**config.mk**
```make
export PLATFORM = sky130hd
export DESIGN_NAME = divmmc_spi_arb
export DESIGN_NICKNAME = d
export VERILOG_FILES = /design/src/rtl/divmmc_pkg.sv /design/src/rtl/divmmc_spi_shift.sv /design/src/rtl/divmmc_spi_arb.sv
export SDC_FILE = /design/constraint.sdc
export NUM_CORES = 1
export LEC_CHECK = 0
export ABC_AREA = 1
export CAP_MARGIN = 0
export CORE_ASPECT_RATIO = 1.75
export CORE_MARGIN = 5
export CORE_UTILIZATION = 42
export CTS_BUF_LIST = sky130_fd_sc_hd__clkbuf_2
export DETAILED_ROUTE_END_ITERATION = 12
export DONT_BUFFER_PORTS = 1
export HOLD_SLACK_MARGIN = 0.02
export PLACE_DENSITY_LB_ADDON = 0.08
export SYNTH_ARGS = -nofsm -noshare
export SYNTH_HDL_FRONTEND = slang
export SYNTH_SLANG_ARGS = --single-unit
```
**constraint.sdc**
```tcl
create_clock -name clk_sys -period 4.3 [get_ports clk_sys]
set_clock_uncertainty 0.2 [all_clocks]
set_input_delay 0.43 -clock clk_sys [delete_from_list [all_inputs] [get_ports clk_sys]]
set_output_delay 0.43 -clock clk_sys [all_outputs]
set_load 0.03 [all_outputs]
```
**src/rtl/divmmc_pkg.sv**
```systemverilog
// DivMMC SPI arbiter shared types.
// Owner-state encoding, gap default and SPI idle byte.
package divmmc_pkg;

   typedef enum logic [1:0] {
      OWN_A    = 2'd0,
      GAP_TO_B = 2'd1,
      OWN_B    = 2'd2,
      GAP_TO_A = 2'd3
   } owner_t;

   localparam int         GAP_CE_DEF = 2;
   localparam logic [7:0] SPI_IDLE   = 8'hFF;

endpackage

```
**src/rtl/divmmc_spi_shift.sv**
```systemverilog
// SPI byte shifter: 16 half-bit steps per byte, MSB first.
// Idle when count[4]=1; the shift register keeps the last byte received.
module divmmc_spi_shift
   import divmmc_pkg::*;
(
   input  logic       clk_sys,
   input  logic       reset_n,
   input  logic       i_spi_ce,
   input  logic       i_start,
   input  logic [7:0] i_load,
   output logic       o_busy,
   output logic       o_done,
   output logic [7:0] o_rx,
   output logic       o_spi_clk,
   output logic       o_spi_do,
   input  logic       i_spi_di
);

   logic [4:0] r_count;
   logic [7:0] r_shift;
   logic       r_done;

   // Half-bit counter and shift register; saturates at 16 (idle).
   always_ff @(posedge clk_sys) begin
      if (!reset_n) begin
         r_count <= 5'h10;
         r_shift <= SPI_IDLE;
      end else if (i_start) begin
         r_count <= 5'h00;
         r_shift <= i_load;
      end else if (i_spi_ce && !r_count[4]) begin
         if (r_count[0])
            r_shift <= {r_shift[6:0], i_spi_di};
         r_count <= r_count + 5'd1;
      end
   end

   // Completion pulse, aligned with the received byte being in r_shift.
   always_ff @(posedge clk_sys) begin
      if (!reset_n)
         r_done <= 1'b0;
      else
         r_done <= i_spi_ce & (r_count == 5'd15);
   end

   assign o_busy    = ~r_count[4];
   assign o_done    = r_done;
   assign o_rx      = r_shift;
   assign o_spi_clk = r_count[0];
   assign o_spi_do  = r_shift[7];

endmodule

```
**src/rtl/divmmc_spi_arb.sv**
```systemverilog
// Arbitrates the SD card SPI between the DivMMC CPU port (A)
// and the hardware loader (B), with a deselect gap on handover.
module divmmc_spi_arb
   import divmmc_pkg::*;
#(
   parameter int GAP_CE = GAP_CE_DEF,
   parameter bit B_PRIO = 1'b0
) (
   input  logic       clk_sys,
   input  logic       reset_n,
   input  logic       spi_ce,
   input  logic       a_ss,
   input  logic       a_tx,
   input  logic       a_rx,
   input  logic [7:0] a_din,
   output logic [7:0] a_dout,
   output logic       a_ready,
   input  logic       b_req,
   output logic       b_gnt,
   input  logic       b_ss,
   input  logic       b_tx,
   input  logic [7:0] b_din,
   output logic [7:0] b_dout,
   output logic       b_valid,
   output logic       b_busy,
   output logic       spi_ss,
   output logic       spi_clk,
   output logic       spi_do,
   input  logic       spi_di
);

   localparam logic [7:0] GAP_LAST = 8'(GAP_CE - 1);

   owner_t     r_state;
   owner_t     w_state_n;
   logic [7:0] r_gap;
   logic       r_pend;
   logic [7:0] r_pend_byte;
   logic       r_xfer_b;
   logic [7:0] r_a_dout;
   logic [7:0] r_b_dout;
   logic       r_b_valid;
   logic       r_b_busy;
   logic       r_spi_ss;

   logic       w_busy;
   logic       w_done;
   logic [7:0] w_rx;
   logic       w_start;
   logic [7:0] w_load;
   logic       w_a_new;
   logic       w_a_req;
   logic [7:0] w_a_byte;
   logic       w_a_start;
   logic       w_a_latch;
   logic       w_b_start;
   logic       w_go_b;
   logic       w_go_a;
   logic       w_in_gap;
   logic       w_gap_end;
   logic       w_ss_n;

   assign w_a_new   = a_tx | a_rx;
   assign w_a_req   = r_pend | w_a_new;
   assign w_a_byte  = r_pend ? r_pend_byte :
                      (a_tx ? a_din : SPI_IDLE);
   assign w_in_gap  = (r_state == GAP_TO_B) |
                      (r_state == GAP_TO_A);
   assign w_gap_end = w_in_gap & spi_ce &
                      (r_gap == GAP_LAST);

   // A strobe in the handover cycle is latched, not started.
   assign w_go_b = (r_state == OWN_A) & b_req & a_ss &
                   ~w_busy & (~w_a_req | B_PRIO);
   // B keeps the bus until its b_valid cycle has passed.
   assign w_go_a = (r_state == OWN_B) & ~b_req & b_ss &
                   ~w_busy & ~r_b_busy & ~b_tx;

   assign w_a_start = (r_state == OWN_A) & ~w_busy &
                      w_a_req & ~w_go_b;
   assign w_b_start = (r_state == OWN_B) & ~w_busy & b_tx;
   assign w_a_latch = w_a_new & ~r_pend &
                      ((r_state != OWN_A) | w_go_b);

   assign w_start = w_a_start | w_b_start;
   assign w_load  = w_a_start ? w_a_byte : b_din;

   divmmc_spi_shift u_shift (
      .clk_sys   (clk_sys),
      .reset_n   (reset_n),
      .i_spi_ce  (spi_ce),
      .i_start   (w_start),
      .i_load    (w_load),
      .o_busy    (w_busy),
      .o_done    (w_done),
      .o_rx      (w_rx),
      .o_spi_clk (spi_clk),
      .o_spi_do  (spi_do),
      .i_spi_di  (spi_di)
   );

   // Owner state register.
   always_ff @(posedge clk_sys) begin
      if (!reset_n)
         r_state <= OWN_A;
      else
         r_state <= w_state_n;
   end

   // Owner next-state and the select level that goes with it.
   always_comb begin
      w_state_n = r_state;
      w_ss_n    = 1'b1;
      unique case (r_state)
         OWN_A:    if (w_go_b)    w_state_n = GAP_TO_B;
         GAP_TO_B: if (w_gap_end) w_state_n = OWN_B;
         OWN_B:    if (w_go_a)    w_state_n = GAP_TO_A;
         GAP_TO_A: if (w_gap_end) w_state_n = OWN_A;
         default:                 w_state_n = OWN_A;
      endcase
      if (w_state_n == OWN_A)
         w_ss_n = a_ss;
      else if (w_state_n == OWN_B)
         w_ss_n = b_ss;
   end

   // Counts spi_ce pulses spent deselected during a handover.
   always_ff @(posedge clk_sys) begin
      if (!reset_n)
         r_gap <= 8'd0;
      else if (!w_in_gap || w_gap_end)
         r_gap <= 8'd0;
      else if (spi_ce)
         r_gap <= r_gap + 8'd1;
   end

   // Registered card select, forced high through each gap.
   always_ff @(posedge clk_sys) begin
      if (!reset_n)
         r_spi_ss <= 1'b1;
      else
         r_spi_ss <= w_ss_n;
   end

   // A side: one-deep pending strobe and pipelined read byte.
   always_ff @(posedge clk_sys) begin
      if (!reset_n) begin
         r_pend      <= 1'b0;
         r_pend_byte <= SPI_IDLE;
         r_a_dout    <= SPI_IDLE;
         r_xfer_b    <= 1'b0;
      end else begin
         if (w_a_start) begin
            r_pend   <= 1'b0;
            r_a_dout <= w_rx;
         end else if (w_a_latch) begin
            r_pend      <= 1'b1;
            r_pend_byte <= a_tx ? a_din : SPI_IDLE;
         end
         if (w_start)
            r_xfer_b <= w_b_start;
      end
   end

   // B side: result capture, valid pulse and busy window.
   always_ff @(posedge clk_sys) begin
      if (!reset_n) begin
         r_b_valid <= 1'b0;
         r_b_dout  <= SPI_IDLE;
         r_b_busy  <= 1'b0;
      end else begin
         r_b_valid <= w_done & r_xfer_b;
         if (w_done && r_xfer_b)
            r_b_dout <= w_rx;
         if (w_b_start)
            r_b_busy <= 1'b1;
         else if (r_b_valid)
            r_b_busy <= 1'b0;
      end
   end

   assign a_dout  = r_a_dout;
   assign a_ready = ~r_pend & ~(w_busy & ~r_xfer_b);
   assign b_gnt   = (r_state == OWN_B);
   assign b_dout  = r_b_dout;
   assign b_valid = r_b_valid;
   assign b_busy  = r_b_busy;
   assign spi_ss  = r_spi_ss;

endmodule
```
==> impl_metrics.py <==
metrics = {
    "clocking": {
        "postCtsSetupRepairBufs": 0,
        "clock-root-buffer": "clkbuf_2",
        "ctsResizeCount": 0,
        "cts_buffer_depth": 2,
        "cts.htree.levels": 2,
        "clock_sinks": 53,
        "cts_tree": "done",
        "insertion_delay_ns": 0.43,
        "hold_buffers": 30,
        "cts.clk_slew.worst_paths_ns": 0.27,
        "cts_made_buffers": 5,
    },
    "pwr": {
        "vdd_drop_max_v": 0.000180,
        "p_total_mw": 0.985,
        "p_per_area_nw_per_um2": 334,
        "leakage_nw": 1.24,
    },
    "critical_path": {
        "path_class": "register to register",
        "r2r-start": "r_state[1]",
        "r2r_cells": 9,
        "crit_family": "buffers and inverters",
        "start_kind": "register",
        "critical_path_depth": 9,
        "critical-path-max-stage-delay_ns": 0.56,
        "worstPathArrival_ns": 3.28,
        "r2r_end": "u_shift.o_rx[0]",
        "crit_path_end_kind": "register",
        "critical_path.max_fanout": 9,
        "worstPathBufferInverterCount": 3,
        "r2r_slack_ns": 1.19,
        "required_ns": 4.47,
        "crit_slowest_cell": "dlygate4sd3_1",
        "crit_path_cell_trace": "inv_1 > nor2_1 > nand3_2 > nand2_2 > nand3_1 > nand2_1 > dlygate4sd3_1 > nand3_2 > dlygate4sd3_1",
    },
    "global_route": {
        "grt_pass1_wl_um": 10300,
        "grt_antenna_before_repair": 0,
        "grtUsageTotal_pct": 15.9,
        "grt_pass1_vias": 2099,
        "grt_max_degree": 31,
        "grt_overflow": 0,
    },
    "synthesis": {
        "avgSynthCellArea_um2": 7.93,
        "synth_nets": 356,
        "syn_inst": 326,
        "ys_ff_latch": 53,
        "yosys.area.top_type": "dfxtp_1",
        "synth_top_area_share_pct": 41.0,
        "yosys_warnings": 0,
        "synth.area.top_cells": "dfxtp_1 41%, nand2_1 10%, nand3_2 6.6%",
        "synth_area_um2": 2580,
        "synth_cell_type_count": 33,
        "synth_seq_area_share_pct": 41.0,
    },
    "timing": {
        "setup_violations": 0,
        "layout_setup_ws_ns": 1.19,
        "tns_ns": 0,
        "worst_slew_pin_slew_ns": 0.722,
        "holdWs_ns": 0.0939,
        "slew_viol_final": 0,
        "period_needed_ns": 3.11,
        "grt_setup_unrepaired": "false",
        "hold_violations": 0,
        "fin_crit_sh_pct": 72.3,
        "max_freq_mhz": 321,
        "max_slew_margin_pct": 52.0,
    },
    "route": {
        "drc_errors": 0,
        "antenna_left": 0,
        "dr.pass1.iters": 4,
        "wl_met2_um": 3190,
        "via_per_inst": 5.02,
        "route.met3.wl_um": 269,
        "wl_per_cell_um": 14.2,
        "met1_length_um": 2530,
        "vias": 2150,
        "drt-initial-drc-count": 122,
        "top_layer_used": "met4",
        "finalWirelength_um": 6070,
    },
    "flow_run": {
        "drv_cap": 0,
    },
    "die": {
        "die_area_um2": 7890,
        "die_y_um": 114,
        "core_area_um2": 5930,
        "pin_count": 49,
        "core.rowCount": 37,
        "start_util_pct": 43.6,
        "die_x_um": 69.3,
    },
    "final_layout": {
        "mostFrequentLayoutCells": "71 x nand2_1, 53 x dfxtp_1, 33 x nor2_1",
        "area_growth_pct": 14.1,
        "nets": 379,
        "fin_cells": 428,
        "multi_input_comb_area_um2": 1320,
        "fillers": 627,
        "seq_area_um2": 1060,
        "drive_gt1_share_pct": 12.9,
        "antenna_cells": 0,
        "mostFrequentLayoutCell": "nand2_1",
    },
    "hold_path": {
        "hold_depth": 3,
        "min-delay-start": "a_tx",
        "holdPathEnd": "r_pend_byte[6]",
        "hold_class": "primary input to register",
    },
    "placement": {
        "place_ws_ns": 2.27,
        "dp.cells": 390,
        "gp_congestion": 0.775,
        "hpwl_um": 4370,
        "io_buffers": 0,
    },
    "outcome": {
        "run_status": "completed",
    },
}
how the worst max path moves through the flow:
stage                       startpoint               to  slack [ns]
finish                      r_state[1]  u_shift.o_rx[0]        1.19
global route                    r_pend  u_shift.o_rx[0]        1.02
CTS                         r_state[1]  u_shift.o_rx[0]        1.22
detailed placement  u_shift.r_count[4]          a_ready        2.27
global placement    u_shift.r_count[4]          a_ready        2.25
floorplan                   r_state[1]  u_shift.o_rx[0]        2.51
through the flow:
stage / util (%) / area [um2]
floorplan: - / 2580
detailed placement: 43.4 / 2570
global placement: 43.4 / 2570
global route: 49.8 / 2950
finish: 49.8 / 2950
CTS: 49.8 / 2950
area by class of cell:
| type | count | share of cell area [%] |
|---|---|---|
| sequential | 53 | 36.0 |
| inverter | 25 | 3.18 |
| timing repair buffer | 30 | 10.5 |
| clock inverter | 3 | 1.40 |
| tap | 78 | 3.31 |
| multi-input combinational | 234 | 44.8 |
| clock buffer | 5 | 0.849 |
kinds of logic after synthesis:
group / share of synthesized area, %
AOI/OAI and AO/OA: 13.0
xor gates and xnor gates: 2.03
DFF: 41.0
adders and majority gates: 1.94
and+or+nand+nor: 34.1
buffers and inverters: 7.89
synthesized netlist by cell type:
cell	count
nand2_1	71
dfxtp_1	53
nor2_1	33
o21ai_0	24
nand3_1	22
inv_1	21
nand3_2	17
o211ai_1	16
a21oi_1	15
buf_6	4
ha_1	4
inv_2	4
nand2_2	4
nand4_1	4
buf_2	3
clkbuf_1	3
nand2_4	3
nor2_4	3
xnor2_1	3
xor2_1	3
buf_4	2
nor2_8	2
nor3_1	2
a21oi_2	1
and3_1	1
buf_1	1
buf_12	1
nand3_4	1
nor2_2	1
nor3b_1	1
o21ai_1	1
o22ai_1	1
or2_2	1
metal layers:
metal,GRT usage [%],up-vias
met4,4.69,0
met1,18.0,977
met3,3.62,6
met5,0,-
met2,29.5,43
li1,-,1124
where the power goes:
part | switching (mW) | internal [mW]
Sequential | 0.0423 | 0.516
Clock | 0.160 | 0.0960
Combinational | 0.0990 | 0.0714
Total | 0.302 | 0.684
state kept, by name, indices dropped and copies added (netlist names), 2 cells and up:
name / flops
a_dout: 8
b_dout: 8
r_gap: 8
r_pend_byte: 8
r_state: 2
u_shift.o_rx: 8
u_shift.r_count: 5
tightest hold or removal path: cells and delay by family:
family	cells	cell delay (ns)
and+or+nand+nor	1	0.12
AOI/OAI and AO/OA	1	0.09
buffers and inverters	1	0.05
Power figures use the tool's default switching activity.
